===== src/rtl/pret_pkg.sv =====
`default_nettype none
// ---------------------------------------------------------------------------
// pret_pkg : shared types and sizing helper for the pret job controller
// Rev 1.0
// ---------------------------------------------------------------------------
package pret_pkg;

  typedef enum logic [1:0] {
    IDLE     = 2'd0,
    LOAD     = 2'd1,
    RUN      = 2'd2,
    WAIT_OUT = 2'd3
  } pret_job_state_t;

  // Bz width: correlated streams share one W-bit word, otherwise one per input.
  function automatic int pret_tw(input int w, input int n, input int nc, input int corr);
    return (corr != 0) ? (w + nc) : (w * n + nc);
  endfunction

endpackage
`default_nettype wire


===== src/rtl/pret_job_ctrl_if.sv =====
`default_nettype none
// ---------------------------------------------------------------------------
// pret_job_ctrl_if : operand stream, pret side-band and result stream bundle
// Rev 1.0
// ---------------------------------------------------------------------------
interface pret_job_ctrl_if #(
  parameter int W  = 6,
  parameter int N  = 2,
  parameter int TW = 12,
  parameter int CW = 16
);

  logic          in_valid;
  logic          in_ready;
  logic [W-1:0]  in_bxs   [N-1:0];
  logic [W-1:0]  pret_bxs [N-1:0];
  logic          pret_rst_n;
  logic          pret_done;
  logic [TW-1:0] pret_bz;
  logic          out_valid;
  logic          out_ready;
  logic [TW-1:0] out_bz;
  logic [CW-1:0] out_cycles;
  logic          out_timeout;

  modport slave (
    input  in_valid, in_bxs, pret_done, pret_bz, out_ready,
    output in_ready, pret_bxs, pret_rst_n, out_valid, out_bz, out_cycles, out_timeout
  );

  modport master (
    output in_valid, in_bxs, pret_done, pret_bz, out_ready,
    input  in_ready, pret_bxs, pret_rst_n, out_valid, out_bz, out_cycles, out_timeout
  );

endinterface
`default_nettype wire


===== src/rtl/pret_op_fifo.sv =====
`default_nettype none
// ---------------------------------------------------------------------------
// pret_op_fifo : synchronous operand FIFO, DEPTH (power of 2) entries
// Rev 1.0
// ---------------------------------------------------------------------------
module pret_op_fifo #(
  parameter int WIDTH = 12,
  parameter int DEPTH = 4
) (
  input  logic             clk,
  input  logic             rst_n,
  input  logic             i_push,
  input  logic [WIDTH-1:0] i_data,
  input  logic             i_pop,
  output logic [WIDTH-1:0] o_data,
  output logic             o_full,
  output logic             o_empty
);

  localparam int c_AW = (DEPTH > 1) ? $clog2(DEPTH) : 1;

  logic [WIDTH-1:0] r_mem [DEPTH];
  logic [c_AW:0]    r_wr;
  logic [c_AW:0]    r_rd;
  logic             w_do_push;
  logic             w_do_pop;

  assign w_do_push = i_push && !o_full;
  assign w_do_pop  = i_pop && !o_empty;

  // Extra pointer MSB distinguishes full from empty when the indices match.
  assign o_empty = (r_wr == r_rd);
  assign o_full  = (r_wr[c_AW] != r_rd[c_AW]) && (r_wr[c_AW-1:0] == r_rd[c_AW-1:0]);
  assign o_data  = r_mem[r_rd[c_AW-1:0]];

  always_ff @(posedge clk or negedge rst_n) begin
    if (!rst_n) begin
      r_wr <= '0;
      r_rd <= '0;
    end else begin
      if (w_do_push) r_wr <= r_wr + 1'b1;
      if (w_do_pop)  r_rd <= r_rd + 1'b1;
    end
  end

  always_ff @(posedge clk) begin
    if (w_do_push) r_mem[r_wr[c_AW-1:0]] <= i_data;
  end

endmodule
`default_nettype wire


===== src/rtl/pret_job_ctrl.sv =====
`default_nettype none
// ---------------------------------------------------------------------------
// pret_job_ctrl : queues operand sets, sequences pret runs, returns Bz + cycles
// Optional run timeout: define PRET_TIMEOUT_EN.               Rev 1.0
// ---------------------------------------------------------------------------
module pret_job_ctrl
  import pret_pkg::*;
#(
  parameter int W     = 6,
  parameter int N     = 2,
  parameter int NC    = 0,
  parameter int CORR  = 0,
  parameter int TW    = pret_tw(W, N, NC, CORR),
  parameter int DEPTH = 4,
  parameter int CW    = 16
`ifdef PRET_TIMEOUT_EN
  ,
  parameter int MAX_CYC = 1 << TW
`endif
) (
  input  logic           clk,
  input  logic           rst_n,
  pret_job_ctrl_if.slave bus
);

  localparam int c_BW = W * N;

  pret_job_state_t r_state;
  pret_job_state_t w_state_nx;

  logic [c_BW-1:0] w_push_data;
  logic [c_BW-1:0] w_fifo_q;
  logic [c_BW-1:0] r_bxs;
  logic            w_full;
  logic            w_empty;
  logic            w_push;
  logic            w_pop;
  logic            w_capture;
  logic            w_free;
  logic            w_end;
  logic            r_in_en;
  logic            r_pret_rst_n;
  logic            r_out_valid;
  logic [CW-1:0]   r_cnt;
  logic [CW-1:0]   w_cnt_inc;
  logic [CW-1:0]   w_cap_cnt;
  logic [TW-1:0]   r_out_bz;
  logic [CW-1:0]   r_out_cycles;

  genvar gi;
  generate
    for (gi = 0; gi < N; gi++) begin : g_bxs
      assign w_push_data[gi*W +: W] = bus.in_bxs[gi];
      assign bus.pret_bxs[gi]       = r_bxs[gi*W +: W];
    end
  endgenerate

  assign w_push = bus.in_valid && bus.in_ready;

  pret_op_fifo #(
    .WIDTH (c_BW),
    .DEPTH (DEPTH)
  ) u_fifo (
    .clk     (clk),
    .rst_n   (rst_n),
    .i_push  (w_push),
    .i_data  (w_push_data),
    .i_pop   (w_pop),
    .o_data  (w_fifo_q),
    .o_full  (w_full),
    .o_empty (w_empty)
  );

  assign w_cnt_inc = (&r_cnt) ? r_cnt : r_cnt + 1'b1;
  // In RUN the count includes the current (done) cycle; WAIT_OUT replays the stored count.
  assign w_cap_cnt = (r_state == RUN) ? w_cnt_inc : r_cnt;
  assign w_free    = !r_out_valid || bus.out_ready;

`ifdef PRET_TIMEOUT_EN
  localparam logic [CW:0] c_MAX_CYC = (CW+1)'(MAX_CYC);

  logic w_tmo;
  logic w_cap_to;
  logic r_to_pend;
  logic r_out_to;

  // A done in the same cycle wins over the timeout.
  assign w_tmo    = ({1'b0, w_cnt_inc} >= c_MAX_CYC) && !bus.pret_done;
  assign w_end    = bus.pret_done || w_tmo;
  assign w_cap_to = (r_state == RUN) ? w_tmo : r_to_pend;

  always_ff @(posedge clk or negedge rst_n) begin
    if (!rst_n) begin
      r_to_pend <= 1'b0;
      r_out_to  <= 1'b0;
    end else begin
      if ((r_state == RUN) && w_end) r_to_pend <= w_tmo;
      if (w_capture)                 r_out_to  <= w_cap_to;
    end
  end

  assign bus.out_timeout = r_out_to;
`else
  assign w_end           = bus.pret_done;
  assign bus.out_timeout = 1'b0;
`endif

  always_ff @(posedge clk or negedge rst_n) begin
    if (!rst_n) r_state <= IDLE;
    else        r_state <= w_state_nx;
  end

  always_comb begin
    w_state_nx = r_state;
    w_pop      = 1'b0;
    w_capture  = 1'b0;
    case (r_state)
      IDLE: begin
        if (!w_empty) begin
          w_pop      = 1'b1;
          w_state_nx = LOAD;
        end
      end
      LOAD: w_state_nx = RUN;
      RUN: begin
        if (w_end) begin
          if (w_free) begin
            w_capture  = 1'b1;
            w_pop      = !w_empty;
            w_state_nx = w_empty ? IDLE : LOAD;
          end else begin
            w_state_nx = WAIT_OUT;
          end
        end
      end
      WAIT_OUT: begin
        if (bus.out_ready) begin
          w_capture  = 1'b1;
          w_pop      = !w_empty;
          w_state_nx = w_empty ? IDLE : LOAD;
        end
      end
      default: w_state_nx = IDLE;
    endcase
  end

  always_ff @(posedge clk or negedge rst_n) begin
    if (!rst_n) begin
      r_in_en      <= 1'b0;
      r_bxs        <= '0;
      r_pret_rst_n <= 1'b0;
      r_cnt        <= '0;
      r_out_valid  <= 1'b0;
      r_out_bz     <= '0;
      r_out_cycles <= '0;
    end else begin
      r_in_en      <= 1'b1;
      // pret stays out of reset through WAIT_OUT so its Bz holds until captured.
      r_pret_rst_n <= (w_state_nx == RUN) || (w_state_nx == WAIT_OUT);
      if (w_pop) r_bxs <= w_fifo_q;
      if (r_state == LOAD)     r_cnt <= '0;
      else if (r_state == RUN) r_cnt <= w_cnt_inc;
      if (w_capture) begin
        r_out_valid  <= 1'b1;
        r_out_bz     <= bus.pret_bz;
        r_out_cycles <= w_cap_cnt;
      end else if (bus.out_ready) begin
        r_out_valid  <= 1'b0;
      end
    end
  end

  assign bus.in_ready   = r_in_en && !w_full;
  assign bus.pret_rst_n = r_pret_rst_n;
  assign bus.out_valid  = r_out_valid;
  assign bus.out_bz     = r_out_bz;
  assign bus.out_cycles = r_out_cycles;

endmodule
`default_nettype wire

===== src/flat_wrapper.sv =====
// flat-port wrapper written by rule: the top's interface ports become plain ports
module pret_job_ctrl_flat import pret_pkg::*;
#(
  parameter int W     = 6,
  parameter int N     = 2,
  parameter int NC    = 0,
  parameter int CORR  = 0,
  parameter int TW    = pret_tw(W, N, NC, CORR),
  parameter int DEPTH = 4,
  parameter int CW    = 16

)
  (clk, rst_n, bus_in_valid, bus_in_bxs, bus_pret_done, bus_pret_bz, bus_out_ready, bus_in_ready, bus_pret_bxs, bus_pret_rst_n, bus_out_valid, bus_out_bz, bus_out_cycles, bus_out_timeout);
  pret_job_ctrl_if #(.W(W), .N(N), .TW(TW), .CW(CW)) bus_i ();
  input  logic clk;
  input  logic rst_n;
  input wire logic [$bits(bus_i.in_valid)-1:0] bus_in_valid;
  input wire logic [$bits(bus_i.in_bxs)-1:0] bus_in_bxs;
  input wire logic [$bits(bus_i.pret_done)-1:0] bus_pret_done;
  input wire logic [$bits(bus_i.pret_bz)-1:0] bus_pret_bz;
  input wire logic [$bits(bus_i.out_ready)-1:0] bus_out_ready;
  output wire logic [$bits(bus_i.in_ready)-1:0] bus_in_ready;
  output wire logic [$bits(bus_i.pret_bxs)-1:0] bus_pret_bxs;
  output wire logic [$bits(bus_i.pret_rst_n)-1:0] bus_pret_rst_n;
  output wire logic [$bits(bus_i.out_valid)-1:0] bus_out_valid;
  output wire logic [$bits(bus_i.out_bz)-1:0] bus_out_bz;
  output wire logic [$bits(bus_i.out_cycles)-1:0] bus_out_cycles;
  output wire logic [$bits(bus_i.out_timeout)-1:0] bus_out_timeout;
  assign bus_i.in_valid = bus_in_valid;
  assign bus_i.in_bxs = {>>{bus_in_bxs}};
  assign bus_i.pret_done = bus_pret_done;
  assign bus_i.pret_bz = bus_pret_bz;
  assign bus_i.out_ready = bus_out_ready;
  assign bus_in_ready = bus_i.in_ready;
  assign bus_pret_bxs = {>>{bus_i.pret_bxs}};
  assign bus_pret_rst_n = bus_i.pret_rst_n;
  assign bus_out_valid = bus_i.out_valid;
  assign bus_out_bz = bus_i.out_bz;
  assign bus_out_cycles = bus_i.out_cycles;
  assign bus_out_timeout = bus_i.out_timeout;
  pret_job_ctrl #(.W(W), .N(N), .NC(NC), .CORR(CORR), .TW(TW), .DEPTH(DEPTH), .CW(CW)) u_core (.clk(clk), .rst_n(rst_n), .bus(bus_i));
endmodule

===== config.mk =====
export PLATFORM = sky130hd
export DESIGN_NAME = pret_job_ctrl_flat
export DESIGN_NICKNAME = d
export VERILOG_FILES = /design/src/rtl/pret_pkg.sv /design/src/rtl/pret_job_ctrl_if.sv /design/src/rtl/pret_op_fifo.sv /design/src/rtl/pret_job_ctrl.sv /design/src/flat_wrapper.sv
export SDC_FILE = /design/constraint.sdc
export NUM_CORES = 1
export LEC_CHECK = 0
export CAP_MARGIN = 20
export CORE_MARGIN = 2
export CORE_UTILIZATION = 41
export CTS_BUF_LIST = sky130_fd_sc_hd__clkbuf_4 sky130_fd_sc_hd__clkbuf_8 sky130_fd_sc_hd__clkbuf_16
export CTS_CLUSTER_DIAMETER = 50
export CTS_CLUSTER_SIZE = 24
export DETAILED_ROUTE_END_ITERATION = 6
export GPL_TIMING_DRIVEN = 0
export HOLD_SLACK_MARGIN = 0.1
export PLACE_DENSITY = 0.75
export SLEW_MARGIN = 10
export SYNTH_ARGS = -nofsm -noshare
export SYNTH_HDL_FRONTEND = slang
export SYNTH_SLANG_ARGS = --single-unit

===== constraint.sdc =====
create_clock -name clk -period 1.7 [get_ports clk]
set_clock_uncertainty 0.2 [all_clocks]
set_input_delay 0.34 -clock clk [delete_from_list [all_inputs] [get_ports clk]]
set_output_delay 0.34 -clock clk [all_outputs]
set_load 0.05 [all_outputs]

Word level (Yosys, flattened, before mapping)
Memory sizes are Yosys's and may differ from the RTL's. A register that Yosys moved wholly into a read port is not among the register bits.
Cells that the tools add are included.
Cells by class
  add/sub/neg operators: 3
  eq/ne operators: 8
  mux-type cells: 22
  reductions and logical operators: 14
Operator list (count)
  $mux 16: 3
  $add 16x1->16 const B: 1
  $reduce_and 16->1: 1
  $mux 1: 12
  $eq 2x2->1 const B: 4
  $mux 2: 4
  $pmux 2 s4: 1
  $add 3x1->3 const B: 2
  $logic_and 1x1->1: 5
  $logic_not 1->1: 4
  $eq 3x3->1: 1
  $pmux 1 s3: 1
  $eq 2x1->1 const B: 1
  $eq 2x2->1: 1
  $logic_not 2->1: 1
  $logic_or 1x1->1: 2
  $pmux 1 s2: 1
  $reduce_bool 2->1: 1
  $ne 1x1->1: 1
Storage, ports and cells
  register bits: 55
  RAM bits: 48
  bits of input ports: 29
  output and inout bits: 44
  word-level logic and storage cells: 57
  memories kept: 1
Memories
  u_core.u_fifo.r_mem: words 4, width 12, rd ports 1, clocked after Yosys merged registers in 1, wr ports 1, line pret_op_fifo.sv:22  | logic [WIDTH-1:0] r_mem [DEPTH];

Longest topological paths before layout
  word-level depth: 8
  mapped depth: 7
  depth with buffers taken out: 5

Cells and area by module
From an unflattened synthesis, not the netlist that was laid out.
Unflattened totals
  cells, all modules: 383
  area total of the unflattened synthesis: 4974.8 µm²
By module, submodules not included
  pret_job_ctrl: times used 1, cells each 271, area each 2770.2 µm², sequential area each 1501.4 µm²
  pret_op_fifo: times used 1, cells each 112, area each 2204.6 µm², sequential area each 1591.5 µm²

Worst setup path before layout
OpenSTA, ideal clock, no wires.
  kind: reg-to-reg
  start: reg u_core.u_fifo.r_rd[0]
  end: mem u_core.u_fifo.r_mem[3][0] (enable)
  library setup time: 0.363 ns
  arrival time: 1.868 ns
  required time: 1.137 ns
  setup slack: -0.730 ns
  stages on the path, launching flop included: 5
  path buffers: 1
  period minus slack after synthesis: 2.430 ns
  path through: dfrtp_1 > buf_2 > xnor2_1 > a31oi_2 > and3_1
On the way
  longest elaborated chain between the ends: 8
RTL lines
  from (decl): line pret_op_fifo.sv:24  | logic [c_AW:0] r_rd;
  from (signal assigned): line pret_op_fifo.sv:42  | if (w_do_pop) r_rd <= r_rd + 1'b1;
  $eq 2x2->1: line pret_op_fifo.sv:33  | assign o_full = (r_wr[c_AW] != r_rd[c_AW]) && (r_wr[c_AW-1:0] == r_rd[c_AW-1:0]);
  $logic_and 1x1->1: line pret_op_fifo.sv:33
  $logic_not 1->1: line pret_job_ctrl.sv:173  | assign bus.in_ready = r_in_en && !w_full;
  $logic_and 1x1->1: line pret_job_ctrl.sv:173
  net bus_in_ready: line flat_wrapper.sv:22  | output wire logic [$bits(bus_i.in_ready)-1:0] bus_in_ready;
  $logic_and 1x1->1: line pret_job_ctrl.sv:58  | assign w_push = bus.in_valid && bus.in_ready;
  $logic_and 1x1->1: line pret_op_fifo.sv:28  | assign w_do_push = i_push && !o_full;
  $mux 1: line pret_op_fifo.sv:47  | if (w_do_push) r_mem[r_wr[c_AW-1:0]] <= i_data;
  $mux 1 (not written as such): line pret_op_fifo.sv:47
  to (decl): line pret_op_fifo.sv:22
The timed path passes the listed nets, and every way through them passes these cells.

Final worst setup path
  start: reg u_core.u_fifo.r_rd[0]
  end: out bus_in_ready
On the way
  longest elaborated chain between the ends: 4
RTL lines (line)
  $eq 2x2->1: pret_op_fifo.sv:33
  $logic_and 1x1->1: pret_op_fifo.sv:33
  $logic_not 1->1: pret_job_ctrl.sv:173
  $logic_and 1x1->1: pret_job_ctrl.sv:173
  to (decl): flat_wrapper.sv:22
No other way between the ends.

==> results.yml <==
setup_path:
  critical_path.n_buffers_inverters: 2
  cp_top_family: "flip-flops"
  worstPathMaxFanout: 3
  reg2reg_depth: 4
  critPathKind: "reg -> out"
  path_cells: "buf_6 > xnor2_4 > a31oi_4 > buf_6"
  r2r_setup_slack_ps: -230
  r2r_end: "u_core.bus.out_cycles[11]$_DFFE_PN0P_"
  crit_required_ps: 1160
  slowest_delay_ps: 390
  cp.arrival_ps: 1430
  r2r-start: "u_core.r_cnt[5]$_DFF_PN0_"
  start_kind: "flop"
  slowest_stage: "dfrtp_1"
  crit_path_frequent_cell: "buf_6"
  cp-end-kind: "output port"
power:
  leakagePower_nw: 3.02
  max-vdd-ir-drop_v: 0.00130
  power_density_nw_per_um2: 1930
die:
  die_x_um: 112
  fp-row-count: 39
  initial_core_util_pct: 41.9
  die_height_um: 112
  coreArea_um2: 11400
  ioPinCount: 73
  die-area_um2: 12500
sta:
  fin_crit_ps: 1970
  hold_slack_ps: 197
  fin_ws_ps: -269
  fin_crit_sh_pct: 116
  setup_viol: 95
  hold_viol: 0
  fmax_ghz: 0.508
  rsz0062_at_grt: "yes"
  report.final.slew_viol_count: 0
clock_network:
  cts_sinks: 115
  cts-root-buf: "clkbuf_16"
  clock_path_buffers: 2
  cts_tree: "built"
  numCtsBuffers: 17
  cts_max_level: 4
  clock_latency_ps: 410
  clk_pin_slew_ps: 60
placement:
  port_buffers: 71
  finalWeightedCongestion: 0.903
  dpl.hpwl_um: 6630
  pre_cts_ws_ps: -619
  dpl.cell_count: 569
global_route:
  grt_overflow: 0
  grt_pass1_wl_um: 18400
  track_usage_pct: 19.2
  grt_pass1_vias: 3565
  antenna_found_initial: 1
  grt_max_degree: 36
logic_synthesis:
  syn_nets: 389
  syn_area_per_cell_um2: 13.5
  synthTopCellsByCount: "dfrtp_1, nand2_1, edfxtp_1"
  synth_enable_flop_cells: 48
  synth_flop_cell: "dfrtp_1"
  yosysMostFrequentCell: "dfrtp_1"
  yosysWarnings: 0
  synth_top_area_share_pct: 35.2
  synth_cells: 354
  synth_area_um2: 4770
  ys_ff_latch: 115
  ys_types: 45
  synth_area_leaders: "dfrtp_1, edfxtp_1, mux4_2"
  async_flop_share_pct: 58.3
  seq_area_frac_synth_pct: 65.4
  synth.largest_area_cell: "dfrtp_1"
final_layout:
  syn_to_final_growth_pct: 53.3
  multi_input_area_um2: 2150
  fillers: 815
  final_nets: 535
  drive_above_1_share_pct: 49.7
  instances_no_fill: 656
  diodes: 0
  regArea_um2: 3130
min_path:
  hp-start: "bus_out_ready"
  hold_path.class: "in -> reg"
  min_path_cells: 2
  min_to: "u_core.r_state[0]$_DFF_PN0_"
flow_run:
  drv_cap: 0
detailed_routing:
  wl_um: 13000
  first_iter_violations: 216
  vias: 3594
  avgRoutedWirePerCell_um: 19.9
  dr.pass1.iters: 4
  drc: 0
  postRouteAntennaNets: 0
  avgViaCountPerCell: 5.48
outcome:
  violations: "setup timing"
  status: "finished, violations left"
[sequential cells by signal (all words and copies together), names as in the netlist]
signal / cells
u_core.bus.out_bz: 12
u_core.u_fifo.r_wr: 3
u_core.bus.pret_rst_n: 1
u_core.bus.out_cycles: 16
u_core.r_state: 2
u_core.r_cnt: 16
u_core.u_fifo.r_mem: 48
u_core.bus.pret_bxs: 12
u_core.u_fifo.r_rd: 3
u_core.bus.out_valid: 1
u_core.r_in_en: 1
[how the worst max path moves through the flow]
stage	startpoint	endpoint	slack (ps)	depth (start not counted)
2_1_floorplan	u_core.u_fifo.r_rd[0]$_DFFE_PN0P_	u_core.u_fifo.r_mem[3][0]$_DFFE_PP_	-280	4
3_3_place_gp	rst_n	u_core.bus.out_valid$_DFFE_PN0P_	-2410	1
3_5_place_dp	u_core.u_fifo.r_rd[0]$_DFFE_PN0P_	bus_in_ready	-620	4
4_1_cts	u_core.u_fifo.r_rd[0]$_DFFE_PN0P_	bus_in_ready	-280	4
5_1_grt	u_core.r_state[0]$_DFF_PN0_	u_core.bus.out_cycles[11]$_DFFE_PN0P_	-360	6
6_report	u_core.u_fifo.r_rd[0]$_DFFE_PN0P_	bus_in_ready	-270	4
[timing repair]
| item | 4_1_cts | 5_1_grt |
|---|---|---|
| setup buffers | 28 | 23 |
| hold endpoints to repair | 67 | 0 |
| endpoints found under the setup margin | 151 | 135 |
| resized for setup | 211 | 126 |
| hold buffers | 1 | 0 |
| pin swaps | 38 | 37 |
| cloned | 4 | 2 |
[stage by stage]
| step | power [W] | cell area [µm²] | setup TNS, ps | utilization, % |
|---|---|---|---|---|
| 4_1_cts | 0.0137 | 6950 | -8130 | 61.2 |
| 6_report | 0.0141 | 7310 | -10820 | 64.3 |
| 2_1_floorplan | 0.00795 | 4930 | -14860 | - |
| 5_1_grt | 0.0148 | 7310 | -17420 | 64.3 |
| 3_5_place_dp | 0.00962 | 5840 | -31040 | 51.4 |
| 3_3_place_gp | 0.00946 | 5820 | -173780 | 51.2 |
[cells in the final DEF, fill, tap and decap left out, drive strengths merged, types with 12 or more instances in the layout]
| cell | n |
|---|---|
| buf | 96 |
| dfrtp | 67 |
| nand2 | 52 |
| edfxtp | 48 |
| clkdlybuf4s50 | 26 |
| clkbuf | 24 |
| nor2 | 19 |
| mux2 | 14 |
| a21oi | 13 |
| o21ai | 13 |
| a31oi | 13 |
| mux4 | 12 |
[routing by layer]
metal  share of wire [%]  track usage [%]  vias to the layer above
met4                 3.4             7.65                        2
met1                  38             22.2                     1820
met3                 5.1             6.21                       38
met5               0.054                0                        -
li1                    -                -                     1614
met2                  54             33.2                      120
[power breakdown]
group | internal [W] | switching, W | total, W
Combinational | 0.00254 | 0.00385 | 0.00639
Sequential | 0.00366 | 0.000430 | 0.00409
Clock | 0.00238 | 0.00126 | 0.00364
[cells by family after synthesis]
family                   after synthesis  share of synthesized area [%]
AND/OR/NAND/NOR                      120                           12.9
flip-flops                           115                           65.4
AO/OA/AOI/OAI                         51                           6.56
multiplexers                          29                           9.60
buffers and inverters                 23                           2.31
XOR/XNOR                               8                           1.47
adder cells (fa/ha/maj)                6                           1.57
other                                  2                          0.157
[area by class of cell]
| class | instances | area share (%) |
|---|---|---|
| plain buffers | 15 | 2.07 |
| multi-input cells | 220 | 29.4 |
| inverters | 7 | 0.360 |
| repair buffers | 124 | 14.4 |
| clock buffers | 20 | 6.21 |
| flip-flops and latches | 115 | 42.9 |
| well taps | 143 | 2.45 |
| clock inverters | 12 | 2.16 |
[worst register-to-register path: cells and delay by family, from the launching register on]
family / cells / cell delay (ps)
compound gates: 1 / 160
flops: 1 / 430
simple gates: 3 / 1060
(Power assumes the default switching activity.)
